## config.mk

```make
export PLATFORM = sky130hd
export DESIGN_NAME = degamma_search_flat
export DESIGN_NICKNAME = d
export VERILOG_FILES = /design/src/rtl/degamma_search_if.sv /design/src/rtl/degamma_search.sv /design/src/flat_wrapper.sv
export SDC_FILE = /design/constraint.sdc
export NUM_CORES = 1
export LEC_CHECK = 0
export CELL_PAD_IN_SITES_DETAIL_PLACEMENT = 1
export CELL_PAD_IN_SITES_GLOBAL_PLACEMENT = 1
export CORE_ASPECT_RATIO = 0.6
export CORE_MARGIN = 3
export CORE_UTILIZATION = 35
export CTS_CLUSTER_DIAMETER = 30
export DETAILED_ROUTE_END_ITERATION = 12
export GPL_TIMING_DRIVEN = 0
export PLACE_DENSITY = 0.75
export SLEW_MARGIN = 5
export SYNTH_ARGS = -nofsm -noshare
export SYNTH_HDL_FRONTEND = slang
export SYNTH_SLANG_ARGS = --single-unit
```

## constraint.sdc

```tcl
create_clock -name clk -period 2.2 [get_ports clk]
set_clock_uncertainty 0.15 [all_clocks]
set_input_delay 0.33 -clock clk [delete_from_list [all_inputs] [get_ports clk]]
set_output_delay 0.33 -clock clk [all_outputs]
set_load 0.03 [all_outputs]
```

## src/rtl/degamma_search_if.sv

```systemverilog
`default_nettype none
// ============================================================================
//  Module      : degamma_search_if
//  Description : Target/result handshakes and forward-LUT port for degamma_search.
//  Revision    : 1.0
// ============================================================================
interface degamma_search_if #(
    parameter int COLOR_RES = 8
);
    logic                 in_valid;
    logic                 in_ready;
    logic [COLOR_RES-1:0] in_val;
    logic                 out_valid;
    logic                 out_ready;
    logic [COLOR_RES-1:0] out_val;
    logic [COLOR_RES-1:0] lut_addr;
    logic [COLOR_RES-1:0] lut_data;
    logic                 busy;

    // master: pixel source, result sink and forward LUT around the engine
    modport master (
        output in_valid, in_val, out_ready, lut_data,
        input  in_ready, out_valid, out_val, lut_addr, busy
    );

    modport slave (
        input  in_valid, in_val, out_ready, lut_data,
        output in_ready, out_valid, out_val, lut_addr, busy
    );
endinterface
`default_nettype wire

```

## src/rtl/degamma_search.sv

```systemverilog
`default_nettype none
// ============================================================================
//  Module      : degamma_search
//  Description : Inverse gamma by binary search of a registered forward LUT.
//  Revision    : 1.0
// ============================================================================
module degamma_search #(
    parameter int COLOR_RES = 8
) (
    input  logic              clk,
    input  logic              rst,
    degamma_search_if.slave   bus
);

    localparam int                   c_BIT_W   = (COLOR_RES > 1) ? $clog2(COLOR_RES) : 1;
    localparam logic [c_BIT_W-1:0]   c_TOP_BIT = c_BIT_W'(COLOR_RES - 1);
    localparam logic [COLOR_RES-1:0] c_ONE     = COLOR_RES'(1);
    localparam logic [COLOR_RES-1:0] c_MSB     = c_ONE << (COLOR_RES - 1);

    typedef enum logic [1:0] {
        S_IDLE  = 2'd0,
        S_PROBE = 2'd1,
        S_CMP   = 2'd2,
        S_DONE  = 2'd3
    } state_t;

    state_t               r_state;
    logic [COLOR_RES-1:0] r_x;
    logic [c_BIT_W-1:0]   r_bit;
    logic [COLOR_RES-1:0] r_target;
    logic [COLOR_RES-1:0] r_lut_addr;
    logic [COLOR_RES-1:0] r_out_val;
    logic                 r_in_ready;
    logic                 r_out_valid;
    logic                 r_busy;

    logic                 w_hit;
    logic [COLOR_RES-1:0] w_x_next;
    logic [c_BIT_W-1:0]   w_bit_dec;
    logic [COLOR_RES-1:0] w_next_probe;

    // The probed address only ever adds a bit below those already decided,
    // so OR-ing it onto the running x never carries.
    assign w_hit        = (bus.lut_data <= r_target);
    assign w_x_next     = w_hit ? r_lut_addr : r_x;
    assign w_bit_dec    = r_bit - 1'b1;
    assign w_next_probe = w_x_next | (c_ONE << w_bit_dec);

    always_ff @(posedge clk) begin
        if (rst) begin
            r_state     <= S_IDLE;
            r_x         <= '0;
            r_bit       <= c_TOP_BIT;
            r_target    <= '0;
            r_lut_addr  <= '0;
            r_out_val   <= '0;
            r_in_ready  <= 1'b1;
            r_out_valid <= 1'b0;
            r_busy      <= 1'b0;
        end else begin
            case (r_state)
                S_IDLE: begin
                    if (bus.in_valid) begin
                        r_target   <= bus.in_val;
                        r_x        <= '0;
                        r_bit      <= c_TOP_BIT;
                        r_lut_addr <= c_MSB;
                        r_in_ready <= 1'b0;
                        r_busy     <= 1'b1;
                        r_state    <= S_PROBE;
                    end
                end
                // LUT samples r_lut_addr at the end of this cycle
                S_PROBE: begin
                    r_state <= S_CMP;
                end
                S_CMP: begin
                    r_x <= w_x_next;
                    if (r_bit == '0) begin
                        r_out_val   <= w_x_next;
                        r_busy      <= 1'b0;
                        r_out_valid <= 1'b1;
                        r_state     <= S_DONE;
                    end else begin
                        r_bit      <= w_bit_dec;
                        r_lut_addr <= w_next_probe;
                        r_state    <= S_PROBE;
                    end
                end
                S_DONE: begin
                    if (bus.out_ready) begin
                        r_out_valid <= 1'b0;
                        r_in_ready  <= 1'b1;
                        r_state     <= S_IDLE;
                    end
                end
                default: begin
                    r_state <= S_IDLE;
                end
            endcase
        end
    end

    assign bus.in_ready  = r_in_ready;
    assign bus.out_valid = r_out_valid;
    assign bus.out_val   = r_out_val;
    assign bus.lut_addr  = r_lut_addr;
    assign bus.busy      = r_busy;

endmodule
`default_nettype wire

```

## src/flat_wrapper.sv

```systemverilog
// flat-port wrapper written by rule: the top's interface ports become plain ports
module degamma_search_flat 
#(
    parameter int COLOR_RES = 8
)
  (clk, rst, bus_in_valid, bus_in_val, bus_out_ready, bus_lut_data, bus_in_ready, bus_out_valid, bus_out_val, bus_lut_addr, bus_busy);
  degamma_search_if #(.COLOR_RES(COLOR_RES)) bus_i ();
  input  logic clk;
  input  logic rst;
  input wire logic [$bits(bus_i.in_valid)-1:0] bus_in_valid;
  input wire logic [$bits(bus_i.in_val)-1:0] bus_in_val;
  input wire logic [$bits(bus_i.out_ready)-1:0] bus_out_ready;
  input wire logic [$bits(bus_i.lut_data)-1:0] bus_lut_data;
  output wire logic [$bits(bus_i.in_ready)-1:0] bus_in_ready;
  output wire logic [$bits(bus_i.out_valid)-1:0] bus_out_valid;
  output wire logic [$bits(bus_i.out_val)-1:0] bus_out_val;
  output wire logic [$bits(bus_i.lut_addr)-1:0] bus_lut_addr;
  output wire logic [$bits(bus_i.busy)-1:0] bus_busy;
  assign bus_i.in_valid = bus_in_valid;
  assign bus_i.in_val = bus_in_val;
  assign bus_i.out_ready = bus_out_ready;
  assign bus_i.lut_data = bus_lut_data;
  assign bus_in_ready = bus_i.in_ready;
  assign bus_out_valid = bus_i.out_valid;
  assign bus_out_val = bus_i.out_val;
  assign bus_lut_addr = bus_i.lut_addr;
  assign bus_busy = bus_i.busy;
  degamma_search #(.COLOR_RES(COLOR_RES)) u_core (.clk(clk), .rst(rst), .bus(bus_i));
endmodule
```

Word-level counts from Yosys, hierarchy flattened
Index checks and enable logic that the tools add are counted.

Bits of input ports: 20. Memory bits (writable): 0. Flip-flop bits (word level): 40. Memory bits (read-only): 0. Bits in latches: 0. Memories kept: 0.

$mul: 0. Equal/unequal tests: 7. Div/mod/pow operators: 0. Bitwise gates (word level): 1. Shift-type cells: 1. Muxes and demuxes: 22. Reduce and logical (&&, ||, !) cells: 13. Add/subtract/negate cells: 1. Magnitude comparators: 1.

Operator list (number): $mux 8 (4); $pmux 8 s2 (2); $reduce_and 3->1 (4); $le 8x8->1 (1); $or 8x8->8 (1); $pmux 2 s4 (1); $reduce_and 2->1 (4); $shl 1x3->8 const A (1); $mux 1 (6); $mux 2 (3); $mux 3 (2); $ne 2x2->1 const B (3); $pmux 1 s2 (3); $pmux 3 s2 (1); $reduce_bool 2->1 (3); $eq 2x2->1 const B (2); $logic_not 3->1 (1); $sub 3x1->3 const B (1); $eq 2x1->1 const B (1); $logic_not 2->1 (1); $ne 2x1->1 const B (1).

Depth between registers and ports, before layout
Gate-level depths: netlist (run 1).

Depth in word-level cells: 5. Mapped depth: 8. Gate-level depth less buffers: 7.

Worst setup path after synthesis (run 1)
No wires, ideal clock.

Path kind: input-to-reg. From: input bus_lut_data[1]. To: register u_core.r_x[0]. Slack: 0.133 ns. Stages on the path: 6. Library setup time: 0.061 ns. Arrival: 1.856 ns. Path through: ha_1 nor2b_1 o211ai_1 a21oi_2 a2111oi_4 a22o_1.

Word-level cells in the longest chain between the ends: 3.

RTL lines: from (decl) (line flat_wrapper.sv:13) `input wire logic [$bits(bus_i.lut_data)-1:0] bus_lut_data;`; $le 8x8->1 (line degamma_search.sv:44) `assign w_hit = (bus.lut_data <= r_target);`; $mux 8 (line degamma_search.sv:45) `assign w_x_next = w_hit ? r_lut_addr : r_x;`; $pmux 8 s2 (line degamma_search.sv:61) `case (r_state)`; to (signal assigned) (line degamma_search.sv:78) `r_x <= w_x_next;`; to (decl) (line degamma_search.sv:28) `logic [COLOR_RES-1:0] r_x;`.

Every way passes these cells. A chain may end at the register's enable or synchronous reset.

Worst setup path after layout (run 1)
From: register u_core.r_target[1]. To: register u_core.r_x[1].

Word-level cells in the longest chain between the ends: 3.

RTL lines: from (decl) (line degamma_search.sv:30) `logic [COLOR_RES-1:0] r_target;`; from (signal assigned) (line degamma_search.sv:64) `r_target <= bus.in_val;`; $le 8x8->1 (line degamma_search.sv:44); $mux 8 (line degamma_search.sv:45); $pmux 8 s2 (line degamma_search.sv:61).

Every way passes these cells.

==> flow_metrics.env, run 1 <==
export IMPL_setup_viol=0
export IMPL_synth_cells=259
export IMPL_switching_power_w=0.000544
export IMPL_rsz0062_at_grt="yes"
export IMPL_grt_overflow=0
export IMPL_final_hold_viol_count=0
export IMPL_r2r_slack_ns=0.06
export IMPL_yosysUniqueCellTypes=45
export IMPL_area_growth_synth_to_final_pct=33.9
export IMPL_r2r_start="u_core.r_target[1]$_SDFFE_PP0P_"
export IMPL_start_util_pct=38.0
export IMPL_antenna_found_initial=0
export IMPL_crit_required_ns=2.31
export IMPL_dp_cells=376
export IMPL_io_pins=39
export IMPL_path_common_cell="buf_6"
export IMPL_internal_power_w=0.00114
export IMPL_worst_path_max_delay_cell="dfxtp_2"
export IMPL_antenna_cells=0
export IMPL_dpl_hpwl_um=5170
export IMPL_start_kind="register"
export IMPL_avgSynthCellArea_um2=8.56
export IMPL_drv_slew=0
export IMPL_die_w_um=109
export IMPL_crit_chain="inv_1, ha_4, nor2b_1, o211ai_1, a21oi_2, buf_6, a2111oi_4, buf_6, a22o_1"
export IMPL_ir_drop_mv=0.230
export IMPL_grt_total_usage_pct=20.5
export IMPL_reg2regPathDepth=9
export IMPL_period_share_pct=97.5
export IMPL_hold_start="u_core.bus.out_val[2]$_SDFFE_PP0P_"
export IMPL_p_leak_nw=1.09
export IMPL_status="completed"
export IMPL_cts_tree="built"
export IMPL_layout_nets=345
export IMPL_grt_pass1_wl_um=11400
export IMPL_cts_sinks=40
export IMPL_holdWs_ns=0.309
export IMPL_rows=21
export IMPL_slew_headroom_pct=56.8
export IMPL_root_buffer="clkbuf_8"
export IMPL_via_per_inst=5.51
export IMPL_postRouteAntennaNets=0
export IMPL_path_max_fanout=8
export IMPL_vias=2167
export IMPL_drtPass1Iterations=4
export IMPL_p_comb_share_pct=23.7
export IMPL_gp_congestion=0.863
export IMPL_yosysWarnings=0
export IMPL_ys_seq_area_share_pct=36.1
export IMPL_design_area_um2=2970
export IMPL_period_minus_slack_ns=2.14
export IMPL_die_h_um=67.6
export IMPL_drive_gt1_share_pct=16.3
export IMPL_cts_buffer_depth=2
export IMPL_grt_max_degree=14
export IMPL_crit_path_end_kind="register"
export IMPL_cpPeakStageDelay_ns=0.34
export IMPL_design_core_area_um2=5830
export IMPL_clk_pin_slew_worst_paths_ns=0.08
export IMPL_ys_ff_latch=40
export IMPL_wl_per_cell_um=18.4
export IMPL_holdPathStages=2
export IMPL_place_ws_ns=-0.636
export IMPL_drt_iter0_drc=127
export IMPL_async_reset_ff_share_pct=0
export IMPL_drv_cap=0
export IMPL_pwr_share_clk_pct=30.4
export IMPL_utilization_pct=50.9
export IMPL_htreeDepth=2
export IMPL_cp_arrival_ns=2.25
export IMPL_routed_wl_um=7220
export IMPL_final_cells=393
export IMPL_critPathBufInv=3
export IMPL_pwr_share_seq_pct=45.9
export IMPL_max_freq_mhz=466
export IMPL_drcViolationCount=0
export IMPL_hold_path_class="reg -> reg"
export IMPL_whs_endpoint="u_core.bus.out_val[2]$_SDFFE_PP0P_"
export IMPL_fp_dieArea_um2=7350
export IMPL_grt_pass1_vias=2099
export IMPL_clk_latency_ns=0.31
export IMPL_r2r_end="u_core.r_x[1]$_SDFFE_PP0P_"
export IMPL_path_delay_family="compound AO/OA/AOI/OAI gates"
export IMPL_dpl_cell_area_um2=2690
export IMPL_setup_ws_ns=0.0554
export IMPL_swShare_pct=32.2
export IMPL_synth_ff_type="dfxtp_1"
export IMPL_crit_type="reg -> reg"
export IMPL_cts_made_buffers=5
export IMPL_portBuffers=37
export IMPL_synth_edf_count=0
export IMPL_tightest_slew_ns=0.648
export IMPL_syn_area_um2=2220
export IMPL_syn_nets=292
export IMPL_p_per_area_nw_per_um2=568
## what timing repair did
item	4_1_cts	5_1_grt
setup buffers	3	8
hold buffers	0	0
gates resized for setup	12	26
endpoints found under the setup margin	23	24
pin swaps	3	7
## state kept, by name, indices dropped and copies added (netlist names)
signal,flops
u_core.bus.lut_addr,8
u_core.r_target,8
u_core.r_bit,3
u_core.r_state,2
u_core.bus.out_val,8
u_core.bus.out_valid,1
u_core.r_x,8
u_core.bus.busy,1
u_core.bus.in_ready,1
## how the worst max path moves through the flow
stage	start	end	slack, ns	cells past startpoint
finish	u_core.r_target[1]$_SDFFE_PP0P_	u_core.r_x[1]$_SDFFE_PP0P_	0.06	9
detailed placement	bus_lut_data[7]	u_core.r_x[2]$_SDFFE_PP0P_	-0.64	7
global route	bus_lut_data[0]	u_core.bus.out_val[0]$_SDFFE_PP0P_	-0.06	10
floorplan	bus_lut_data[1]	u_core.r_x[0]$_SDFFE_PP0P_	0.13	6
global placement	bus_lut_data[7]	u_core.r_x[1]$_SDFFE_PP0P_	-0.62	7
CTS	bus_lut_data[1]	u_core.bus.out_val[1]$_SDFFE_PP0P_	0.00002	8
## power by group through the flow
stage                     logic, W  clock network (W)  registers [W]
after floorplan           0.000195                  0       0.000807
after global placement    0.000334                  0       0.000789
after detailed placement  0.000338                  0       0.000791
after CTS                 0.000356           0.000518       0.000774
after global routing      0.000439           0.000556       0.000779
final                     0.000400           0.000513       0.000774
## worst reg2reg max path: stages (launching register included)
cell and delay (ns):
dfxtp_2 0.34, inv_1 0.06, ha_4 0.24, nor2b_1 0.14, o211ai_1 0.27, a21oi_2 0.10, buf_6 0.15, a2111oi_4 0.31
buf_6 0.20, a22o_1 0.15
## metrics by stage
stage	setup TNS, ns	power, W
final	0	0.00169
after global routing	-0.279	0.00177
after CTS	0	0.00165
after detailed placement	-10.67	0.00113
after global placement	-10.34	0.00112
after floorplan	0	0.00100
## layout make-up
| type | count | area [µm²] |
|---|---|---|
| fillers | 698 | 2870 |
| clock inverters | 3 | 18.8 |
| flip-flops and latches | 40 | 803 |
| well taps | 80 | 100 |
| multi-input cells | 189 | 1390 |
| inverters | 15 | 56.3 |
| clock buffers | 5 | 68.8 |
| repair buffers | 47 | 455 |
| plain buffers | 14 | 77.6 |
## per-layer routing
| metal | global-route usage (%) | routed length (µm) | vias up |
|---|---|---|---|
| li1 | - | - | 1068 |
| met4 | 5.51 | 70 | 0 |
| met3 | 4.39 | 412 | 8 |
| met2 | 28.1 | 2860 | 49 |
| met1 | 31.6 | 3870 | 1042 |
| met5 | 0 | 0 | - |
## cell families after synthesis
| kind of cell | Yosys count | synth area share, % |
|---|---|---|
| flip-flops | 40 | 36.1 |
| AO/OA/AOI/OAI | 102 | 32.8 |
| AND/OR/NAND/NOR | 66 | 14.8 |
| adder cells (fa/ha/maj) | 13 | 7.34 |
| buffers and inverters | 30 | 5.36 |
| multiplexers | 8 | 3.61 |
## synthesized netlist by cell type, types with 3 or more instances
cell | number | area (µm²)
nor2_1 | 20 | 75.1
ha_1 | 13 | 163
buf_2 | 5 | 25.0
inv_1 | 14 | 52.6
a22o_1 | 11 | 96.3
o211ai_1 | 20 | 150
o21ai_0 | 14 | 70.1
a21oi_1 | 19 | 95.1
a211oi_1 | 5 | 37.5
a21o_1 | 3 | 22.5
o311ai_0 | 3 | 26.3
nand2b_1 | 5 | 31.3
mux2i_1 | 8 | 80.1
nand2_1 | 22 | 82.6
nor3b_1 | 3 | 22.5
clkbuf_1 | 8 | 30.0
a31oi_1 | 8 | 50.1
dfxtp_1 | 40 | 801
nor2b_1 | 3 | 18.8
## placed cells by master (no fill, tap or decap), types with 3 or more instances in the layout
cell             instances
o311ai_1                 3
clkbuf_2                 3
dfxtp_1                 38
ha_4                     3
buf_6                    3
nand2b_1                 5
ha_1                    10
buf_4                   10
nor2_1                  19
a21o_1                   3
clkdlybuf4s50_1         36
clkbuf_8                 5
a21oi_1                 14
a31oi_1                  7
mux2i_1                  8
nand2_1                 22
a22o_1                  11
clkbuf_1                 3
o21ai_0                 13
nor2b_1                  3
inv_1                   14
o211ai_1                20
a211oi_1                 5
a21oi_2                  6
(Power assumes the default switching activity.)
==> inputs of run 2 (changes only) <==
- CORE_ASPECT_RATIO: 0.6 -> 0.8
- PLACE_DENSITY: 0.75 -> 0.76
==> flow_metrics.env, run 2 (synthesized netlist as in run 1, its figures left out) <==
export IMPL_status="completed"
export IMPL_grt_pass1_wl_um=11300
export IMPL_root_buffer="clkbuf_8"
export IMPL_max_freq_mhz=460
export IMPL_hold_path_class="reg -> reg"
export IMPL_dp_cells=377
export IMPL_drcViolationCount=0
export IMPL_switching_power_w=0.000550
export IMPL_tightest_slew_ns=0.686
export IMPL_htreeDepth=2
export IMPL_io_pins=39
export IMPL_dpl_hpwl_um=4900
export IMPL_final_common_cell="dfxtp_1"
export IMPL_grt_total_usage_pct=19.8
export IMPL_start_util_pct=36.9
export IMPL_ir_drop_mv=0.252
export IMPL_cpPeakStageDelay_ns=0.46
export IMPL_grt_max_degree=14
export IMPL_portBuffers=37
export IMPL_drt_iter0_drc=176
export IMPL_vias=2266
export IMPL_r2r_slack_ns=0.04
export IMPL_drv_cap=0
export IMPL_path_max_fanout=8
export IMPL_die_h_um=77.2
export IMPL_grt_overflow=0
export IMPL_p_leak_nw=1.12
export IMPL_drtPass1Iterations=4
export IMPL_cp_arrival_ns=2.28
export IMPL_layout_common_cells="dfxtp_1 (40), clkdlybuf4s50_1 (34), nand2_1 (22)"
export IMPL_fp_dieArea_um2=7330
export IMPL_final_cells=394
export IMPL_rows=25
export IMPL_drv_slew=0
export IMPL_pwr_share_seq_pct=41.9
export IMPL_p_comb_share_pct=22.6
export IMPL_final_hold_viol_count=0
export IMPL_crit_chain="clkdlybuf4s50_1, inv_1, ha_4, and4_4, nand2_8, and2_4, a2111oi_4, buf_6, a22o_1"
export IMPL_layout_nets=345
export IMPL_internal_power_w=0.00130
export IMPL_cts_sinks=40
export IMPL_crit_required_ns=2.31
export IMPL_clk_latency_ns=0.31
export IMPL_start_kind="input pin"
export IMPL_clk_pin_slew_worst_paths_ns=0.09
export IMPL_p_per_area_nw_per_um2=603
export IMPL_crit_type="in -> reg"
export IMPL_antenna_found_initial=0
export IMPL_postRouteAntennaNets=0
export IMPL_grt_pass1_vias=2216
export IMPL_die_w_um=95.0
export IMPL_design_core_area_um2=6010
export IMPL_area_growth_synth_to_final_pct=38.5
export IMPL_via_per_inst=5.75
export IMPL_wl_per_cell_um=18.9
export IMPL_utilization_pct=51.1
export IMPL_crit_path_end_kind="register"
export IMPL_cts_tree="built"
export IMPL_cts_buffer_depth=2
export IMPL_period_share_pct=98.8
export IMPL_worst_path_max_delay_cell="clkdlybuf4s50_1"
export IMPL_period_minus_slack_ns=2.17
export IMPL_gp_congestion=0.784
export IMPL_routed_wl_um=7440
export IMPL_slew_headroom_pct=54.2
export IMPL_setup_viol=0
export IMPL_pwr_share_clk_pct=35.5
export IMPL_antenna_cells=0
export IMPL_swShare_pct=29.7
export IMPL_cts_hold_buffers_added=0
export IMPL_drive_gt1_share_pct=17.9
export IMPL_cts_made_buffers=5
-- run 2: worst paths after layout --
path                                 startpoint                                  to  depth (start not counted)
min reg2reg  u_core.bus.out_val[1]$_SDFFE_PP0P_  u_core.bus.out_val[1]$_SDFFE_PP0P_                          2
max                             bus_lut_data[0]          u_core.r_x[6]$_SDFFE_PP0P_                          9
max reg2reg     u_core.r_target[1]$_SDFFE_PP0P_          u_core.r_x[6]$_SDFFE_PP0P_                          8
min          u_core.bus.out_val[1]$_SDFFE_PP0P_  u_core.bus.out_val[1]$_SDFFE_PP0P_                          2
-- run 2: per-layer routing --
layer	routed length, µm	track usage, %	vias to the layer above
li1	-	-	1073
met1	3480	28.3	1114
met2	3510	29.5	66
met3	315	4.71	13
met4	125	5.19	0
met5	0	0	-
-- run 2: power groups by stage --
stage	Clock [W]	Combinational (W)	Sequential (W)
4_1_cts	0.000663	0.000355	0.000773
3_5_place_dp	0	0.000339	0.000790
5_1_grt	0.000700	0.000458	0.000779
6_report	0.000657	0.000419	0.000775
3_3_place_gp	0	0.000332	0.000789
2_1_floorplan	0	0.000195	0.000807
-- run 2: layout make-up --
cell class,count,area (µm²)
Inverter,15,56.3
Clock inverter,2,38.8
Tap cell,81,101
Multi-Input combinational cell,189,1460
Timing Repair Buffer,47,460
Fill cell,691,2940
Clock buffer,6,82.6
Buffer,14,72.6
Sequential cell,40,801
-- run 2: what timing repair did --
item / CTS / global route
resized for setup: 13 / 28
endpoints found under the hold margin: 0 / 0
gates cloned: 0 / 1
setup endpoints to repair: 23 / 24
buffers inserted: 3 / 6
pin swaps: 3 / 12
-- run 2: through the flow --
step	setup TNS, ns	hold slack [ns]	worst slack (ns)	total power, W	area, µm²
after CTS	0	0.321	0.00775	0.00179	2860
final	0	0.315	0.0265	0.00185	3070
after detailed placement	-11.37	0.308	-0.706	0.00113	2690
after floorplan	0	0.293	0.133	0.00100	2220
after global routing	-0.482	0.346	-0.0582	0.00194	3070
after global placement	-10.36	0.298	-0.644	0.00112	2690
-- run 2: worst max-delay path, delay by kind of cell --
family / cells / cell delay (ns)
buffers and inverters: 3 / 0.71
AND/OR/NAND/NOR: 3 / 0.49
AO/OA/AOI/OAI: 2 / 0.48
adder cells (fa/ha/maj): 1 / 0.26
==> inputs of run 3 (changes only) <==
- CORE_UTILIZATION: 35 -> 39
- PLACE_DENSITY: 0.76 -> 0.8
- clock period: 2.2 -> 2.4 ns (I/O delays scaled with it)
==> flow_metrics.env, run 3 (synthesized netlist as in run 1, its figures left out) <==
export IMPL_slew_headroom_pct=55.8
export IMPL_multiInputGateArea_um2=1320
export IMPL_cts_made_buffers=5
export IMPL_status="completed"
export IMPL_start_kind="input pin"
export IMPL_p_leak_nw=1.06
export IMPL_crit_chain="clkdlybuf4s50_1, ha_1, and4_4, nand2_4, and2_4, a2111oi_4, buf_4, a22o_1"
export IMPL_via_per_inst=5.70
export IMPL_period_share_pct=94.7
export IMPL_crit_path_end_kind="register"
export IMPL_period_minus_slack_ns=2.27
export IMPL_design_core_area_um2=5240
export IMPL_layout_nets=341
export IMPL_cts_sinks=40
export IMPL_hold_path_class="reg -> reg"
export IMPL_wl_per_cell_um=17.8
export IMPL_ir_drop_mv=0.273
export IMPL_pwr_share_clk_pct=35.6
export IMPL_holdWs_ns=0.308
export IMPL_worst_path_max_delay_cell="clkdlybuf4s50_1"
export IMPL_drcViolationCount=0
export IMPL_die_w_um=90.3
export IMPL_path_max_fanout=7
export IMPL_pwr_share_seq_pct=43.9
export IMPL_regArea_um2=801
export IMPL_final_common_cell="dfxtp_1"
export IMPL_internal_power_w=0.00113
export IMPL_grt_total_usage_pct=21.8
export IMPL_cts_buffer_depth=2
export IMPL_utilization_pct=54.6
export IMPL_grt_pass1_wl_um=11500
export IMPL_drv_cap=0
export IMPL_drv_slew=0
export IMPL_fp_dieArea_um2=6630
export IMPL_dpl_hpwl_um=4920
export IMPL_cp_arrival_ns=2.38
export IMPL_cts_tree="built"
export IMPL_postRouteAntennaNets=0
export IMPL_gp_congestion=0.789
export IMPL_root_buffer="clkbuf_8"
export IMPL_routed_wl_um=6840
export IMPL_grt_pass1_vias=2291
export IMPL_switching_power_w=0.000486
export IMPL_antenna_cells=0
export IMPL_place_ws_ns=-0.473
export IMPL_grt_overflow=0
export IMPL_tightest_slew_ns=0.663
export IMPL_rows=23
export IMPL_drt_iter0_drc=154
export IMPL_crit_type="in -> reg"
export IMPL_p_per_area_nw_per_um2=566
export IMPL_grt_max_degree=14
export IMPL_drive_gt1_share_pct=10.7
export IMPL_area_growth_synth_to_final_pct=29.0
export IMPL_die_h_um=73.4
export IMPL_max_freq_mhz=440
export IMPL_nFillCells=645
export IMPL_clk_pin_slew_worst_paths_ns=0.09
export IMPL_final_hold_viol_count=0
export IMPL_io_pins=39
export IMPL_drtPass1Iterations=4
export IMPL_swShare_pct=30.1
export IMPL_setup_viol=0
export IMPL_setup_ws_ns=0.127
export IMPL_rsz0062_at_grt="no"
export IMPL_vias=2190
export IMPL_crit_required_ns=2.51
export IMPL_cpPeakStageDelay_ns=0.41
export IMPL_start_util_pct=42.3
export IMPL_portBuffers=37
export IMPL_layout_common_cells="dfxtp_1 (40), clkdlybuf4s50_1 (37), nand2_1 (22)"
export IMPL_p_comb_share_pct=20.5
export IMPL_htreeDepth=2
export IMPL_clk_latency_ns=0.31
export IMPL_antenna_found_initial=0
-- run 3: changes by cell type in the layout (fill, tap and decap cells not counted), moves of 3 or more --
cell             delta
clkdlybuf4s50_1     +3
a21oi_1             +6
dlymetal6s2s_1      -3
ha_1                +7
ha_4                -7
buf_4               -3
a21oi_2             -6
-- run 3: metal layers --
| metal | vias to the layer above | wire [µm] | GRT usage, % |
|---|---|---|---|
| met5 | - | 0 | 0 |
| met4 | 0 | 44 | 5.43 |
| met3 | 4 | 394 | 4.40 |
| met2 | 55 | 3120 | 35.5 |
| met1 | 1064 | 3280 | 30.0 |
| li1 | 1067 | - | - |
-- run 3: final timing paths --
kind	from	to	slack (ns)	depth (start not counted)
worst max-delay path	bus_lut_data[3]	u_core.r_x[1]$_SDFFE_PP0P_	0.13	8
worst min-delay path	u_core.bus.out_val[2]$_SDFFE_PP0P_	u_core.bus.out_val[2]$_SDFFE_PP0P_	0.31	2
worst max register to register	u_core.r_target[3]$_SDFFE_PP0P_	u_core.r_x[1]$_SDFFE_PP0P_	0.22	8
worst min register to register	u_core.bus.out_val[2]$_SDFFE_PP0P_	u_core.bus.out_val[2]$_SDFFE_PP0P_	0.31	2
-- run 3: through the flow --
step	setup TNS [ns]	total power (W)	area (µm²)	instances
finish	0	0.00162	2860	384
global route	0	0.00168	2860	384
CTS	0	0.00160	2810	381
detailed placement	-6.50	0.00104	2680	371
global placement	-5.99	0.00103	2680	371
floorplan	0	0.000918	2220	259
-- run 3: critical path, delay by kind of cell --
family / cells / cell delay, ns
AOI/OAI and AO/OA: 2 / 0.49
buffers and inverters: 2 / 0.61
adders and majority gates: 1 / 0.38
and+or+nand+nor: 3 / 0.53
-- run 3: what timing repair did --
item / 4_1_cts / 5_1_grt
hold buffers: 0 / 0
gates resized for setup: 1 / 14
buffers inserted: 2 / 3
pin swaps: 1 / 2
endpoints found under the setup margin: 8 / 23
-- run 3: power by group through the flow --
stage | Clock, W | Combinational [W] | Sequential [W]
finish | 0.000576 | 0.000331 | 0.000709
global placement | 0 | 0.000304 | 0.000723
global route | 0.000606 | 0.000364 | 0.000713
CTS | 0.000579 | 0.000316 | 0.000709
floorplan | 0 | 0.000179 | 0.000740
detailed placement | 0 | 0.000311 | 0.000725
-- run 3: layout make-up --
type | instances | area share (%)
clock inverter | 3 | 1.49
multi-input combinational | 189 | 46.1
timing repair buffer | 42 | 14.3
tap | 75 | 3.28
clock buffer | 5 | 2.41
buffer | 15 | 2.50
sequential | 40 | 28.0
inverter | 15 | 1.97
